[config.mk]
export PLATFORM = sky130hd
export DESIGN_NAME = cycdelay_drive
export DESIGN_NICKNAME = d
export VERILOG_FILES = /design/src/rtl/cycdelay_pkg.sv /design/src/rtl/cycdelay_fifo.sv /design/src/rtl/cycdelay_drive.sv
export SDC_FILE = /design/constraint.sdc
export NUM_CORES = 1
export LEC_CHECK = 0
export ABC_AREA = 0
export CORE_UTILIZATION = 52
export DETAILED_ROUTE_END_ITERATION = 8
export PLACE_DENSITY = 0.75
export RECOVER_POWER = 50
export SYNTH_ARGS = -nofsm -noshare
export SYNTH_HDL_FRONTEND = slang
export SYNTH_HIERARCHICAL = 1
export SYNTH_SLANG_ARGS = --single-unit
export TNS_END_PERCENT = 20
[constraint.sdc]
create_clock -name clk -period 3 [get_ports clk]
set_input_delay 0.75 -clock clk [delete_from_list [all_inputs] [get_ports clk]]
set_output_delay 0.75 -clock clk [all_outputs]
set_load 0.05 [all_outputs]
[src/rtl/cycdelay_pkg.sv]
// Shared types for the cycle-delay drive sequencer: request record and slot FSM states.
package cycdelay_pkg;
  localparam int WIDTH = 8;
  localparam int DLY_W = 4;

  typedef struct packed {
    logic [WIDTH-1:0] data;
    logic [DLY_W-1:0] dly;
  } req_t;

  typedef enum logic [1:0] {IDLE, WAIT, COMMIT} state_e;
endpackage

[src/rtl/cycdelay_fifo.sv]
// Request FIFO ahead of the active slot; power-of-2 depth with naturally wrapping pointers.
module cycdelay_fifo
  import cycdelay_pkg::*;
#(
  parameter int DEPTH = 4
) (
  input  logic                   clk,
  input  logic                   rst,
  input  logic                   clear,
  input  logic                   push,
  input  logic                   pop,
  input  req_t                   wdata,
  output req_t                   rdata,
  output logic                   full,
  output logic                   empty,
  output logic [$clog2(DEPTH):0] count
);
  localparam int AW = $clog2(DEPTH);

  req_t          mem_q [DEPTH];
  logic [AW-1:0] wr_q, rd_q;
  logic [AW:0]   cnt_q;
  logic          do_push, do_pop;

  assign full    = (cnt_q == (AW+1)'(DEPTH));
  assign empty   = (cnt_q == '0);
  assign count   = cnt_q;
  assign rdata   = mem_q[rd_q];
  assign do_push = push && !full;
  assign do_pop  = pop && !empty;

  always_ff @(posedge clk) begin
    if (rst || clear) begin
      wr_q  <= '0;
      rd_q  <= '0;
      cnt_q <= '0;
    end else begin
      if (do_push) wr_q <= wr_q + AW'(1);
      if (do_pop)  rd_q <= rd_q + AW'(1);
      cnt_q <= cnt_q + (AW+1)'(do_push) - (AW+1)'(do_pop);
    end
  end

  always_ff @(posedge clk) begin
    if (do_push) mem_q[wr_q] <= wdata;
  end
endmodule

[src/rtl/cycdelay_drive.sv]
// "##N sig <= value" sequencer: FIFO -> active slot with down-counter -> output stages.
// Each request's delay counts from the previous commit, so spacing is dly+1 cycles.
module cycdelay_drive
  import cycdelay_pkg::*;
#(
  parameter int               DEPTH      = 4,
  parameter int               OUT_STAGES = 1,
  parameter logic [WIDTH-1:0] RESET_VAL  = '0
) (
  input  logic             clk,
  input  logic             rst,
  input  logic             req_valid,
  output logic             req_ready,
  input  logic [WIDTH-1:0] req_data,
  input  logic [DLY_W-1:0] req_dly,
  input  logic             abort,
  output logic [WIDTH-1:0] drv_q,
  output logic             drv_strobe,
  output logic             busy
);
  localparam int CW = $clog2(DEPTH) + 1;

  state_e           state_q, state_d;
  logic [DLY_W-1:0] cnt_q, cnt_d;
  req_t             slot_q, slot_d;
  logic             ready_q, ready_d;

  req_t             req, fifo_rdata;
  logic             accept, load, commit, push, pop, bypass;
  logic             fifo_full, fifo_empty;
  logic [CW-1:0]    fifo_count, fifo_cnt_d;

  logic [OUT_STAGES-1:0][WIDTH-1:0] pd_q;
  logic [OUT_STAGES-1:0]            ps_q;

  assign req.data  = req_data;
  assign req.dly   = req_dly;
  assign req_ready = ready_q && !abort;
  assign accept    = req_valid && req_ready;

  cycdelay_fifo #(.DEPTH(DEPTH)) u_fifo (
    .clk   (clk),
    .rst   (rst),
    .clear (abort),
    .push  (push),
    .pop   (pop),
    .wdata (req),
    .rdata (fifo_rdata),
    .full  (fifo_full),
    .empty (fifo_empty),
    .count (fifo_count)
  );

  always_comb begin
    state_d = state_q;
    cnt_d   = cnt_q;
    slot_d  = slot_q;
    load    = 1'b0;
    commit  = 1'b0;
    pop     = 1'b0;
    bypass  = 1'b0;
    case (state_q)
      IDLE:   load = 1'b1;
      WAIT: begin
        cnt_d = cnt_q - DLY_W'(1);
        if (cnt_q == DLY_W'(1)) state_d = COMMIT;
      end
      COMMIT: begin
        commit = 1'b1;
        load   = 1'b1;
      end
      default: state_d = IDLE;
    endcase
    // Reload in the same edge as a commit keeps dly=0 streams bubble-free.
    if (load) begin
      if (!fifo_empty) begin
        pop    = 1'b1;
        slot_d = fifo_rdata;
      end else if (accept) begin
        bypass = 1'b1;
        slot_d = req;
      end
      if (!fifo_empty || accept) begin
        cnt_d   = slot_d.dly;
        state_d = (slot_d.dly == '0) ? COMMIT : WAIT;
      end else begin
        state_d = IDLE;
      end
    end
    push = accept && !bypass && !fifo_full;
    if (abort) begin
      state_d = IDLE;
      commit  = 1'b0;
      push    = 1'b0;
      pop     = 1'b0;
    end
    fifo_cnt_d = abort ? '0 : fifo_count + CW'(push) - CW'(pop);
    ready_d    = !((state_d != IDLE) && (fifo_cnt_d == CW'(DEPTH)));
  end

  always_ff @(posedge clk) begin
    if (rst) begin
      state_q <= IDLE;
      cnt_q   <= '0;
      slot_q  <= '0;
      ready_q <= 1'b0;
    end else begin
      state_q <= state_d;
      cnt_q   <= cnt_d;
      slot_q  <= slot_d;
      ready_q <= ready_d;
    end
  end

  // Each stage only captures when a strobe arrives, so drv_q holds between commits.
  always_ff @(posedge clk) begin
    if (rst) begin
      for (int i = 0; i < OUT_STAGES; i++) pd_q[i] <= RESET_VAL;
      ps_q <= '0;
    end else begin
      ps_q[0] <= commit;
      if (commit) pd_q[0] <= slot_q.data;
      for (int i = 1; i < OUT_STAGES; i++) begin
        ps_q[i] <= ps_q[i-1];
        if (ps_q[i-1]) pd_q[i] <= pd_q[i-1];
      end
    end
  end

  assign drv_q      = pd_q[OUT_STAGES-1];
  assign drv_strobe = ps_q[OUT_STAGES-1];
  assign busy       = (state_q != IDLE) || !fifo_empty || (|ps_q);
endmodule

-- After elaboration in Yosys (flattened, before gate mapping)
Memory sizes are Yosys's and may differ from the RTL's. A register that Yosys moved wholly into a read port is not among the register bits.
Cells that the tools add are included.
- register bits: 35
- RAM bits: 48
- bits of input ports: 16
- output and inout bits: 11
- word-level logic and storage cells: 74
- memories: 1
- $add $sub $neg: 7
- equal/unequal tests: 6
- muxes and demuxes: 27
- reductions and logical operators: 23
- memory list (name ; words ; width ; read ports ; clocked after Yosys merged registers in ; wr ports ; RTL line ; source):
    u_fifo.mem_q ; 4 ; 12 ; 1 ; 1 ; 1 ; cycdelay_fifo.sv:20 ; req_t mem_q [DEPTH];
- operators by type and width (operator ; count):
    $mux 12 ; 3
    $mux 2 ; 7
    $mux 1 ; 12
    $mux 4 ; 3
    $logic_and 1x1->1 ; 7
    $add 3x1->3 ; 2
    $eq 3x3->1 const B ; 2
    $sub 3x1->3 ; 2
    $logic_not 1->1 ; 5
    $add 2x1->2 const B ; 2
    $eq 4x1->1 const B ; 1
    $logic_not 4->1 ; 1
    $logic_or 1x1->1 ; 4
    $pmux 2 s2 ; 1
    $reduce_bool 2->1 ; 2
    $sub 4x1->4 const B ; 1
    $logic_not 3->1 ; 1
    $mux 3 ; 1
    $ne 3x3->1 const B ; 1
    $eq 2x1->1 const B ; 1
    $eq 2x2->1 const B ; 1
    $logic_not 2->1 ; 1
    $reduce_and 2->1 ; 1
    $reduce_or 2->1 ; 1

-- Longest topological paths before layout
- depth after elaboration: 16
- mapped depth: 14
- gate-level depth less buffers: 12

-- Cells and area by module
The synthesis kept the hierarchy.
- by module, submodules not included (module ; instances ; cells each ; area each (sq um) ; seq. area each (sq um)):
    cycdelay_fifo ; 1 ; 112 ; 2209.6 ; 1621.6
    cycdelay_drive ; 1 ; 167 ; 1407.6 ; 560.5

-- Worst setup path before layout
Ideal clock, no wire load.
- path kind: reg-to-reg
- start: register u_fifo.cnt_q[1] (netlist: u_fifo/count[1])
- end: register u_fifo.cnt_q[2] (netlist: u_fifo/count[2])
- library setup time: 0.116 ns
- arrival: 3.098 ns
- data required time: 2.884 ns
- path slack: -0.214 ns
- stages on the path, launching flop included: 15
- path buffers: 2
- clock period less this slack: 3.214 ns
- path through: dfxtp_1 -> nor3_1 -> buf_2 -> clkbuf_1 -> nor2b_1 -> nor4_1 -> and2_4 -> inv_1 -> ha_1 -> inv_1 -> ha_1 -> fa_1 -> xnor2_1 -> xnor2_1 -> nor3_1
- longest elaborated chain between the ends: 10
- elaborated cells on any way between the ends: 17
- those cells by class: 2 x add/sub; 1 x eq/ne; 6 x mux; 8 x reduce/logical
- RTL lines (what ; RTL line ; source):
    start, declared ; cycdelay_fifo.sv:22 ; logic [AW:0] cnt_q;
    start signal, assigned ; cycdelay_fifo.sv:40 ; cnt_q <= cnt_q + (AW+1)'(do_push) - (AW+1)'(do_pop);
    $logic_not 3->1 ; cycdelay_fifo.sv:26 ; assign empty = (cnt_q == '0);
    via fifo_empty ; cycdelay_drive.sv:30 ; logic fifo_full, fifo_empty;
    $mux 1 ; cycdelay_drive.sv:76 ; if (!fifo_empty) begin
    $mux 1 ; cycdelay_drive.sv:75 ; if (load) begin
    $logic_not 1->1 ; cycdelay_drive.sv:90 ; push = accept && !bypass && !fifo_full;
    $logic_and 1x1->1 (2 in series) ; cycdelay_drive.sv:90 ;
    $mux 1 ; cycdelay_drive.sv:91 ; if (abort) begin
    via push ; cycdelay_drive.sv:29 ; logic accept, load, commit, push, pop, bypass;
    $logic_and 1x1->1 ; cycdelay_fifo.sv:29 ; assign do_push = push && !full;
    $add 3x1->3 ; cycdelay_fifo.sv:40 ;
    $sub 3x1->3 ; cycdelay_fifo.sv:40 ;
The timed path passes the listed nets, and every way through them passes these cells.
A chain may end at the register's enable or synchronous reset.

-- Final worst setup path
- start: input port abort
- end: register ready_q
- elaborated cells on any way between the ends: 27
- those cells by class: 2 x add/sub; 1 x eq/ne; 13 x mux; 11 x reduce/logical
- RTL lines (what ; RTL line ; source):
    start, declared ; cycdelay_drive.sv:16 ; input logic abort,
    $mux 1 ; cycdelay_drive.sv:91 ;
    via pop ; cycdelay_drive.sv:29 ;
    $sub 3x1->3 ; cycdelay_drive.sv:97 ; fifo_cnt_d = abort ? '0 : fifo_count + CW'(push) - CW'(pop);
    $mux 3 ; cycdelay_drive.sv:97 ;
    $eq 3x3->1 ; cycdelay_drive.sv:98 ; ready_d = !((state_d != IDLE) && (fifo_cnt_d == CW'(DEPTH)));
    $logic_and 1x1->1 ; cycdelay_drive.sv:98 ;
    $logic_not 1->1 ; cycdelay_drive.sv:98 ;
    end signal, assigned ; cycdelay_drive.sv:111 ; ready_q <= ready_d;
    end, declared ; cycdelay_drive.sv:26 ; logic ready_q, ready_d;
The timed path passes the listed nets, and every way through them passes these cells. The select of a mux whose other input is x is not followed.

==> out/qor.csv <==
stage,metric,value,unit
cells_and_area,layout cells sized above 1,17.08,%
synth,Yosys top cell by area,edfxtp_1,
grt,largest net degree at the start of global routing,22,
route,DRT iter0 DRCs,77,
grt,vias in the first global route,2259,
synth,Syn. warnings,6,
clock_network,Max clock buf depth,2,
floorplanning,chip width,85.41,um
cells_and_area,area grow syn2layout,17.54,%
grt,Overflow after GRT,0,
worst_setup_path,CP peak stage delay,440,ps
power,Clock Power Share,39.7,%
floorplanning,starting density of the core,53.54,%
timing,fmax,344.1,MHz
clock_network,clock latency on the worst-skew pair,350,ps
route,routed via count,2236,
worst_hold_path,HP Class,reg2reg,
placement,Setup WS pre-CTS,-373.9,ps
clock_network,"CTS clk-pin slew, worst paths",80,ps
worst_setup_path,Worst Path Buf+Inv,4,
timing,Final period util,96.88,%
grt,first-pass GRT wire length,10830,um
timing,clk_skew,11.37,ps
synth,part of the Yosys area used for sequential elements,60.33,%
synth,"FFs w/ async S/R, synth",0,%
synth,Yosys cell types,45,
timing,Worst Tran Pin Value,546.3,ps
cells_and_area,# nets final,345,
worst_setup_path,startpoint types,primary input,
timing,Slew Limit Fails,0,
worst_setup_path,RR Endpoint,ready_q,
synth,"EDFF count, synth",48,
floorplanning,die height,85.41,um
worst_setup_path,critical path's slowest cell,clkdlybuf4s50_1,
power,Sw Pwr,478.7,uW
clock_network,CTS Sinks,85,
synth,most frequent cell after synthesis,edfxtp_1,
clock_network,CTS tree,done,
grt,initial antenna violation count,0,
route,vias per cell,5.562,
power,Comb power frac,4.6,%
synth,Synth Net Count,307,
clock_network,post-CTS setup buffer count,0,
grt,all-layer global routing usage,19.99,%
worst_setup_path,CP Class,in2reg,
timing,Fin Hold WS,456.3,ps
cells_and_area,"Design Area, Final",4252,um^2
power,switching part of the total power,21.43,%
route,drt pass-1 iters,4,
route,Final ANT Viol Nets,0,
worst_hold_path,Hold Path End,drv_q[0],
placement,DP HPWL,4574,um
worst_setup_path,Setup crit end kind,flip-flop,
floorplanning,Ports,27,
clock_network,"Hold-fix buffers, CTS",0,
power,Internal,1755,uW
placement,Placed Area,4034,um^2
worst_setup_path,crit-path max FO,4,
floorplanning,die area,7294,um^2
clock_network,Num CTS Buffers,9,
run_status,outcome,"finished, final reports clean",
cells_and_area,fill count,524,
floorplanning,Rows,30,
route,Post-Route WL,6599,um
worst_setup_path,R2R cell count,11,
timing,Fin. Hold Viols,0,
timing,final worst slack,93.67,ps
cells_and_area,Final Util,62.93,%
worst_setup_path,CP cell instances,clkdlybuf4s50_1 -> buf_4 -> nor3_4 -> ha_1 -> inv_1 -> ha_1 -> inv_1 -> fa_1 -> xor2_1 -> xnor2_1 -> nor4b_1 -> a31oi_1,
route,drt drc,0,
floorplanning,core area,6756,um^2
worst_setup_path,Worst R2R Start,u_fifo/count[1],
power,LEAKAGE,0.001462,uW
synth,largest cells by area after synthesis,"edfxtp_1, dfxtp_1, mux4_2, nand2_1, ha_1",
timing,final setup fails,0,
timing,RSZ-0062 raised after global routing,no,
power,Flop pwr share,55.8,%
synth,"FF+latch count, synth",85,
worst_setup_path,Critical Path RT,3210,ps
job,max_cap viols,0,
worst_setup_path,cell family with most CP delay,adder cells,
synth,"Top FF cell, synth",edfxtp_1,
synth,Post-synth top cells,"edfxtp_1, dfxtp_1, nand2_1",
synth,Synth Instances,279,
worst_setup_path,crit path DAT,3120,ps
power,power per cell area,525.4,nW/um^2
synth,Mapped Area,3617,um^2
worst_setup_path,R2R setup slack,290,ps
placement,RePlAce Congestion,0.7915,
worst_hold_path,Worst Hold Launch,drv_q[0],
cells_and_area,# diodes,0,
synth,Yosys top cell area share,39.85,%
clock_network,Clock Tree Root,clkbuf_8,
power,Pwr Total,2234,uW
power,Worst IR Drop VDD,0.0002764,V
clock_network,CTS H-Tree Depth,3,
timing,relative slew slack,63.53,%
timing,minimum clock period,2906,ps
synth,Avg Inst Size Synth,12.96,um^2
route,Avg WL per Cell,16.42,um
worst_hold_path,WHS Path Cells,2,
placement,port buffer count,26,
cell usage in the layout, fill, tap and decap left out, types with 2 or more instances in the layout:
master and count:
inv_1 12, ha_1 10, xnor2_1 3, and2_1 2, and3_2 4, nor3_1 4, clkbuf_8 9, nand2_1 34
nor2_1 27, nor2b_1 3, o22ai_1 9, edfxtp_1 48, a211oi_1 3, dlygate4sd3_1 13, mux4_2 12, xor2_1 3
a21oi_1 9, bufinv_16 2, a31oi_1 5, clkdlybuf4s50_1 11, clkbuf_1 3, buf_4 10, dfxtp_1 37, mux2i_1 8
o22a_1 8
through the flow:
stage / std cells / TNS, ps
floorplan: 279 / -8.494
global placement: 386 / -566.6
detailed placement: 386 / -848.3
CTS: 402 / 0
global route: 402 / 0
finish: 402 / 0
metal layers:
metal	share of wire, %	wire (um)	up-vias	global-route usage (%)
li1	-	-	1089	-
met1	45	2999	1095	25.72
met2	49	3249	41	32.87
met3	3.3	220	11	4.572
met4	2.0	129	0	8.182
met5	0	0	-	0
worst reg2reg max path, cell delays in order (launching register included):
cell	delay, ps
dfxtp_1	540
or3b_4	250
inv_1	80
nor4_4	280
buf_4	180
ha_1	140
inv_1	50
fa_1	390
xor2_1	170
xnor2_1	140
nor4b_1	260
a31oi_1	120
area by class of cell:
cell class	count	area [um^2]	area share, %
Tap cell	80	100.1	2.354
Sequential cell	85	2182	51.32
Clock buffer	9	123.9	2.913
Multi-Input combinational cell	170	1349	31.72
Clock inverter	7	97.59	2.295
Inverter	12	45.04	1.059
Timing Repair Buffer	39	354.1	8.328
timing repair:
| item | CTS | global route |
|---|---|---|
| endpoints found under the setup margin | 1 | 2 |
| gates cloned | 0 | 0 |
| resized for setup | 1 | 4 |
logic make-up (layout without fill, tap and decap cells):
family,after synthesis,count (layout),share of synthesized area [%]
buffers and inverters,24,67,2.905
DFF,85,85,60.33
xor gates and xnor gates,7,7,1.695
muxes,20,20,9.685
AOI/OAI and AO/OA,39,39,8.094
adders and majority gates,12,12,4.566
and+or+nand+nor,92,92,12.73
power groups by stage:
stage	clock, uW	sequential [uW]	combinational [uW]
4_1_cts	904	1250	108
3_3_place_gp	0	1270	104
5_1_grt	952	1250	112
2_1_floorplan	0	1270	56.6
6_report	886	1250	102
3_5_place_dp	0	1270	107
registers in the layout, indices dropped and copies added, names as in the netlist, named ones only:
register,flops
cnt_q,4
drv_q,8
drv_strobe,1
ready_q,1
slot_q,12
state_q,2
u_fifo/count,3
u_fifo/mem_q,48
u_fifo/rd_q,2
u_fifo/wr_q,2
worst max path at each step:
stage	startpoint	end	slack (ps)	cells past startpoint
2_1_floorplan	abort	u_fifo/count[2]	-8	12
3_3_place_gp	abort	u_fifo/count[2]	-250	12
3_5_place_dp	abort	ready_q	-370	12
4_1_cts	abort	u_fifo/count[2]	5	12
5_1_grt	abort	ready_q	10	12
6_report	abort	ready_q	90	12
(Power assumes the default switching activity.)
